--- src/rtl/core_pkg.sv ---
// Shared core constants: default data width, byte-offset bits, word slicing.
// Imported by the store buffer top and its match sub-module.
package core_pkg;

  localparam int DWIDTH_DEF = 32;
  localparam int WORD_OFF   = 2;

  function automatic logic [DWIDTH_DEF-WORD_OFF-1:0] word_addr(
    input logic [DWIDTH_DEF-1:0] a
  );
    return a[DWIDTH_DEF-1:WORD_OFF];
  endfunction

endpackage

--- src/rtl/store_buffer_match.sv ---
// Load snoop: DEPTH-way word compare, youngest-first select, tail-1 match.
// In: valid_i, addr_i, data_i, head_i, tail_i, ld_word_i, st_word_i.
// Out: ld_hit_o, ld_data_o, yng_match_o (youngest entry == st_word_i).
module store_buffer_match
  import core_pkg::*;
#(
  parameter int DEPTH = 4,
  parameter int AW    = DWIDTH_DEF - WORD_OFF,
  parameter int DW    = DWIDTH_DEF,
  parameter int PW    = $clog2(DEPTH)
) (
  input  logic [DEPTH-1:0]         valid_i,
  input  logic [DEPTH-1:0][AW-1:0] addr_i,
  input  logic [DEPTH-1:0][DW-1:0] data_i,
  input  logic [PW-1:0]            head_i,
  input  logic [PW-1:0]            tail_i,
  input  logic [AW-1:0]            ld_word_i,
  input  logic [AW-1:0]            st_word_i,
  output logic                     ld_hit_o,
  output logic [DW-1:0]            ld_data_o,
  output logic                     yng_match_o
);

  logic [PW-1:0] idx;
  logic [PW-1:0] yng_idx;

  // Walk oldest to youngest; later hits override earlier ones.
  always_comb begin
    ld_hit_o  = 1'b0;
    ld_data_o = '0;
    idx       = '0;
    for (int k = 0; k < DEPTH; k++) begin
      idx = head_i + PW'(k);
      if (valid_i[idx] && (addr_i[idx] == ld_word_i)) begin
        ld_hit_o  = 1'b1;
        ld_data_o = data_i[idx];
      end
    end
  end

  assign yng_idx     = tail_i - PW'(1);
  assign yng_match_o = valid_i[yng_idx] &&
                       (addr_i[yng_idx] == st_word_i);

endmodule

--- src/rtl/store_buffer.sv ---
// In-order word store queue draining to memory over req/ack; loads snoop it.
// Ports: clk, rst (sync, active-high); st_valid/st_addr/st_wdata/st_ready;
// ld_addr/ld_hit/ld_data; mem_req/mem_addr/mem_wdata/mem_ack; sb_empty,
// sb_count. Optional macro STORE_COALESCE_EN merges a store into the
// youngest entry when its word matches (never the head entry).
module store_buffer
  import core_pkg::*;
#(
  parameter int DWIDTH = DWIDTH_DEF,
  parameter int DEPTH  = 4
) (
  input  logic                     clk,
  input  logic                     rst,
  input  logic                     st_valid,
  input  logic [DWIDTH-1:0]        st_addr,
  input  logic [DWIDTH-1:0]        st_wdata,
  output logic                     st_ready,
  input  logic [DWIDTH-1:0]        ld_addr,
  output logic                     ld_hit,
  output logic [DWIDTH-1:0]        ld_data,
  output logic                     mem_req,
  output logic [DWIDTH-1:0]        mem_addr,
  output logic [DWIDTH-1:0]        mem_wdata,
  input  logic                     mem_ack,
  output logic                     sb_empty,
  output logic [$clog2(DEPTH):0]   sb_count
);

  localparam int PW = $clog2(DEPTH);
  localparam int CW = PW + 1;
  localparam int AW = DWIDTH - WORD_OFF;

  logic [DEPTH-1:0]             valid_q, valid_d;
  logic [DEPTH-1:0][AW-1:0]     addr_q;
  logic [DEPTH-1:0][DWIDTH-1:0] data_q;
  logic [PW-1:0]                head_q, head_d;
  logic [PW-1:0]                tail_q, tail_d;
  logic [CW-1:0]                count_q, count_d;

  logic          full;
  logic          push;
  logic          pop;
  logic          coal;
  logic          yng_match;
  logic [PW-1:0] yng_idx;
  logic [AW-1:0] st_word;
  logic [AW-1:0] ld_word;
  logic          unused_lo;

  assign st_word   = st_addr[DWIDTH-1:WORD_OFF];
  assign ld_word   = ld_addr[DWIDTH-1:WORD_OFF];
  assign unused_lo = ^{st_addr[WORD_OFF-1:0], ld_addr[WORD_OFF-1:0]};
  assign yng_idx   = tail_q - PW'(1);

  store_buffer_match #(
    .DEPTH (DEPTH),
    .AW    (AW),
    .DW    (DWIDTH),
    .PW    (PW)
  ) u_match (
    .valid_i     (valid_q),
    .addr_i      (addr_q),
    .data_i      (data_q),
    .head_i      (head_q),
    .tail_i      (tail_q),
    .ld_word_i   (ld_word),
    .st_word_i   (st_word),
    .ld_hit_o    (ld_hit),
    .ld_data_o   (ld_data),
    .yng_match_o (yng_match)
  );

`ifdef STORE_COALESCE_EN
  // count>=2 keeps the head (under mem_req) out of reach.
  assign coal = st_valid && (count_q >= CW'(2)) && yng_match;
`else
  logic unused_yng;
  assign unused_yng = yng_match;
  assign coal       = 1'b0;
`endif

  assign full      = (count_q == CW'(DEPTH));
  assign st_ready  = !full || coal;
  assign push      = st_valid && st_ready && !coal;
  assign mem_req   = (count_q != '0);
  assign pop       = mem_req && mem_ack;
  assign sb_empty  = (count_q == '0);
  assign sb_count  = count_q;
  assign mem_addr  = {addr_q[head_q], {WORD_OFF{1'b0}}};
  assign mem_wdata = data_q[head_q];

  always_comb begin
    valid_d = valid_q;
    head_d  = head_q;
    tail_d  = tail_q;
    count_d = count_q;
    if (pop) begin
      valid_d[head_q] = 1'b0;
      head_d          = head_q + PW'(1);
    end
    if (push) begin
      valid_d[tail_q] = 1'b1;
      tail_d          = tail_q + PW'(1);
    end
    unique case ({push, pop})
      2'b10:   count_d = count_q + CW'(1);
      2'b01:   count_d = count_q - CW'(1);
      default: count_d = count_q;
    endcase
  end

  always_ff @(posedge clk) begin
    if (rst) begin
      valid_q <= '0;
      head_q  <= '0;
      tail_q  <= '0;
      count_q <= '0;
    end else begin
      valid_q <= valid_d;
      head_q  <= head_d;
      tail_q  <= tail_d;
      count_q <= count_d;
    end
  end

  // Payload needs no reset: valid bits gate every use.
  always_ff @(posedge clk) begin
    if (push) begin
      addr_q[tail_q] <= st_word;
      data_q[tail_q] <= st_wdata;
    end else if (coal) begin
      data_q[yng_idx] <= st_wdata;
    end
  end

endmodule
--- config.mk ---
export PLATFORM = sky130hd
export DESIGN_NAME = store_buffer
export DESIGN_NICKNAME = d
export VERILOG_FILES = /design/src/rtl/core_pkg.sv /design/src/rtl/store_buffer_match.sv /design/src/rtl/store_buffer.sv
export SDC_FILE = /design/constraint.sdc
export NUM_CORES = 1
export LEC_CHECK = 0
export CAP_MARGIN = 40
export CORE_MARGIN = 2
export CORE_UTILIZATION = 60
export DETAILED_ROUTE_END_ITERATION = 6
export PLACE_DENSITY = 0.92
export SYNTH_ARGS = -nofsm -noshare
export SYNTH_HDL_FRONTEND = slang
export SYNTH_HIERARCHICAL = 1
export SYNTH_SLANG_ARGS = --single-unit
--- constraint.sdc ---
create_clock -name clk -period 6.78 [get_ports clk]
set_input_delay 1.356 -clock clk [delete_from_list [all_inputs] [get_ports clk]]
set_output_delay 1.356 -clock clk [all_outputs]
set_load 0.05 [all_outputs]
==> qor.txt <==
===============================================================================================
Setup TNS                                                                                  0 ns
Met1 track utilization from global routing                                               0.4586
Fraction of met2 tracks used by global routing                                           0.5336
Via count                                                                                15,000
Layout overhead on the synthesized area                                                  19.08%
Tightest Pin Transition                                                               0.9737 ns
Max rail drop VDD                                                                     0.3347 mV
Height of the die                                                                      179.8 um
Net count reported at finish                                                              1,770
Most common cell after layout, fill and taps aside                                 sky130_fd_sc_hd__edfxtp_1
Initial antenna violation count                                                               3
Category of cells accounting for the largest share of critical-path delay          compound AO/OA/AOI/OAI gates
Number of cells produced by synthesis                                                     1,526
Initial Util                                                                             0.6075
TritonCTS clock tree                                                                       done
DP Cell Count                                                                             2,024
Overflow left after global routing                                                            0
Psw                                                                                    3.051 mW
Final hold vios                                                                               0
Quantity of I/O buffers inserted on ports                                                   196
Site row count                                                                               64
Critical path capture point type                                                    output port
Most frequent cells in the layout                                                  248 x sky130_fd_sc_hd__edfxtp_1, 182 x sky130_fd_sc_hd__mux2i_1, 163 x sky130_fd_sc_hd__clkdlybuf4s50_1
Avg Cell Area, Syn                                                                  12.15 sq um
Pwr Density                                                                        333.4 mW/mm^2
RSZ-0062 raised after global routing                                                      false
Die X                                                                                  179.8 um
Clock input transition at the sequential cells of the worst setup and hold paths        0.06 ns
Wire length of the first global-routing pass                                           85.93 mm
Path length in cells of the critical path                                                    11
Met3 track demand over resource                                                         0.06848
Internal power component                                                               4.307 mW
Total Routing Usage GR                                                                   0.3386
Deepest level of the CTS H-tree                                                               1
Vias in the first global route                                                           14,660
Count of yosys warnings during synthesis                                                      6
Part of the power in the clock network                                                    0.209
Buffer levels on the longest clock path                                                       3
Critical path launch point type                                                       input pin
Combined area of all synthesized cells                                             0.01853 sq mm
Total CTS buffers                                                                            29
Clock latency reported for the late side of the worst-skew pair                         0.57 ns
Detailed-placement wirelength estimate                                                 38.29 mm
Final setup skew                                                                    0.009716 ns
Combinational share of power                                                              0.504
Final critical-path share of the clock period                                            0.9661
Layout cells sized above 1                                                               0.2103
Net Sw Frac                                                                              0.4146
Worst Hold Class                                                                   register to register
Arrival time reported for the critical path endpoint                                    5.19 ns
Pin count of the biggest net entering global routing                                         85
Resized cells post-CTS                                                                        0
Max-cap check violation count                                                                 0
Relative slew slack                                                                      0.3509
Final RePlAce weighted congestion                                                        0.9882
WP buf/inv                                                                                    3
Residual DRC                                                                                  0
Ordered list of cells on the worst path                                            clkdlybuf4s50_1 > nor2b_1 > a22oi_1 > o2111ai_1 > or4_4 > a211oi_2 > a22oi_2 > buf_12 > o21ai_1 > a2bb2oi_1 > buf_12
Violation count after the first detailed-routing iteration                                2,061
Standard cell with the maximum stage delay on the critical path                    sky130_fd_sc_hd__clkdlybuf4s50_1
Outcome                                                                            finished clean
Depth of the most critical reg-to-reg path                                                    9
Average detailed-routed wire length per instance                                       26.90 um
Peak clock frequency supported by timing                                              152.7 MHz
Leakage                                                                                6.974 nW
Floorplan die area                                                                 0.03231 sq mm
Number of stages on the worst hold path                                                       2
Kind of critical path                                                              input pin to output port
Number of iterations in the first detailed-routing pass                                       6
Layout fillers                                                                            1,945
# setup viols final                                                                           0
Worst EP required                                                                       5.42 ns
Number of max-slew violations in the final report                                             0
Slowest stage delay, CP                                                                 0.62 ns
GR peak layer                                                                              met2
Number of hold-repair buffers added at the cts stage                                          0
Worst setup slack before clock tree synthesis                                         0.4943 ns
Number of non-filler instances in the completed layout                                    2,082
Buffer type at the clock tree root                                                 sky130_fd_sc_hd__clkbuf_16
ANT nets after route                                                                          0
Detailed Route WL                                                                      56.00 mm
Via density                                                                               7.206
Library cell appearing most often on the critical path                             sky130_fd_sc_hd__buf_12
Number of post-CTS setup repair buffers                                                       0
Seq pwr share                                                                             0.287
Number of top-level design ports                                                            203
Maximum net fanout on the critical path                                                      28
CTS sink count                                                                              259
Slack of the critical path                                                            0.2297 ns
Core region area                                                                   0.03051 sq mm
Minimum clock period after layout                                                      6.550 ns
===============================================================================================
final timing paths:
check / from / endpoint / slack, ns
worst max-delay path: ld_addr[21] / ld_data[11] / 0.23
worst min-delay path: sb_count[2]$_SDFFE_PP0P_ / sb_count[2]$_SDFFE_PP0P_ / 0.57
worst max register to register: sb_count[2]$_SDFFE_PP0P_ / sb_count[2]$_SDFFE_PP0P_ / 4.28
worst min register to register: sb_count[2]$_SDFFE_PP0P_ / sb_count[2]$_SDFFE_PP0P_ / 0.57
state kept, by name (all words and copies together) (netlist names):
name / flops
tail_q: 2
data_q: 128
sb_count: 3
head_q: 2
addr_q: 120
valid_q: 4
power by group through the flow:
| stage | Sequential [mW] | Combinational (mW) | Clock, mW |
|---|---|---|---|
| after floorplan | 2.06 | 2.71 | 0 |
| after global placement | 2.13 | 3.47 | 0 |
| after detailed placement | 2.13 | 3.62 | 0 |
| after CTS | 2.10 | 3.65 | 1.56 |
| after global routing | 2.13 | 3.89 | 1.61 |
| final | 2.11 | 3.71 | 1.54 |
stage by stage:
step	cell area, sq um	hold WS, ns	util	power [mW]
6_report	22070	0.5722	0.7234	7.358
5_1_grt	22070	0.6139	0.7234	7.631
4_1_cts	22060	0.5790	0.7230	7.313
3_5_place_dp	21130	0.5397	0.6925	5.750
3_3_place_gp	20950	0.5127	0.6868	5.607
2_1_floorplan	18540	0.4706	-	4.774
metal layers:
metal | part of all wire | wire, um | vias to the layer above
li1 | - | - | 6313
met1 | 0.37 | 20600 | 7271
met2 | 0.46 | 25660 | 1192
met3 | 0.12 | 6818 | 226
met4 | 0.052 | 2918 | 0
met5 | 0 | 0 | -
layout make-up:
type,count,area [sq um],area share
well taps,396,495.5,0.02245
diodes,3,7.507,0.0003401
multi-input cells,1087,9992,0.4527
flip-flops and latches,259,7675,0.3477
inverters,34,130.1,0.005896
repair buffers,249,2840,0.1287
clock inverters,17,155.1,0.007029
clock buffers,37,775.7,0.03515
worst min-delay path: stages, from the launching register on:
cell and delay (ns):
sky130_fd_sc_hd__dfxtp_1 0.35, sky130_fd_sc_hd__o21ai_0 0.10, sky130_fd_sc_hd__a21oi_1 0.07
Note: power is estimated with default switching activity, not from simulation.
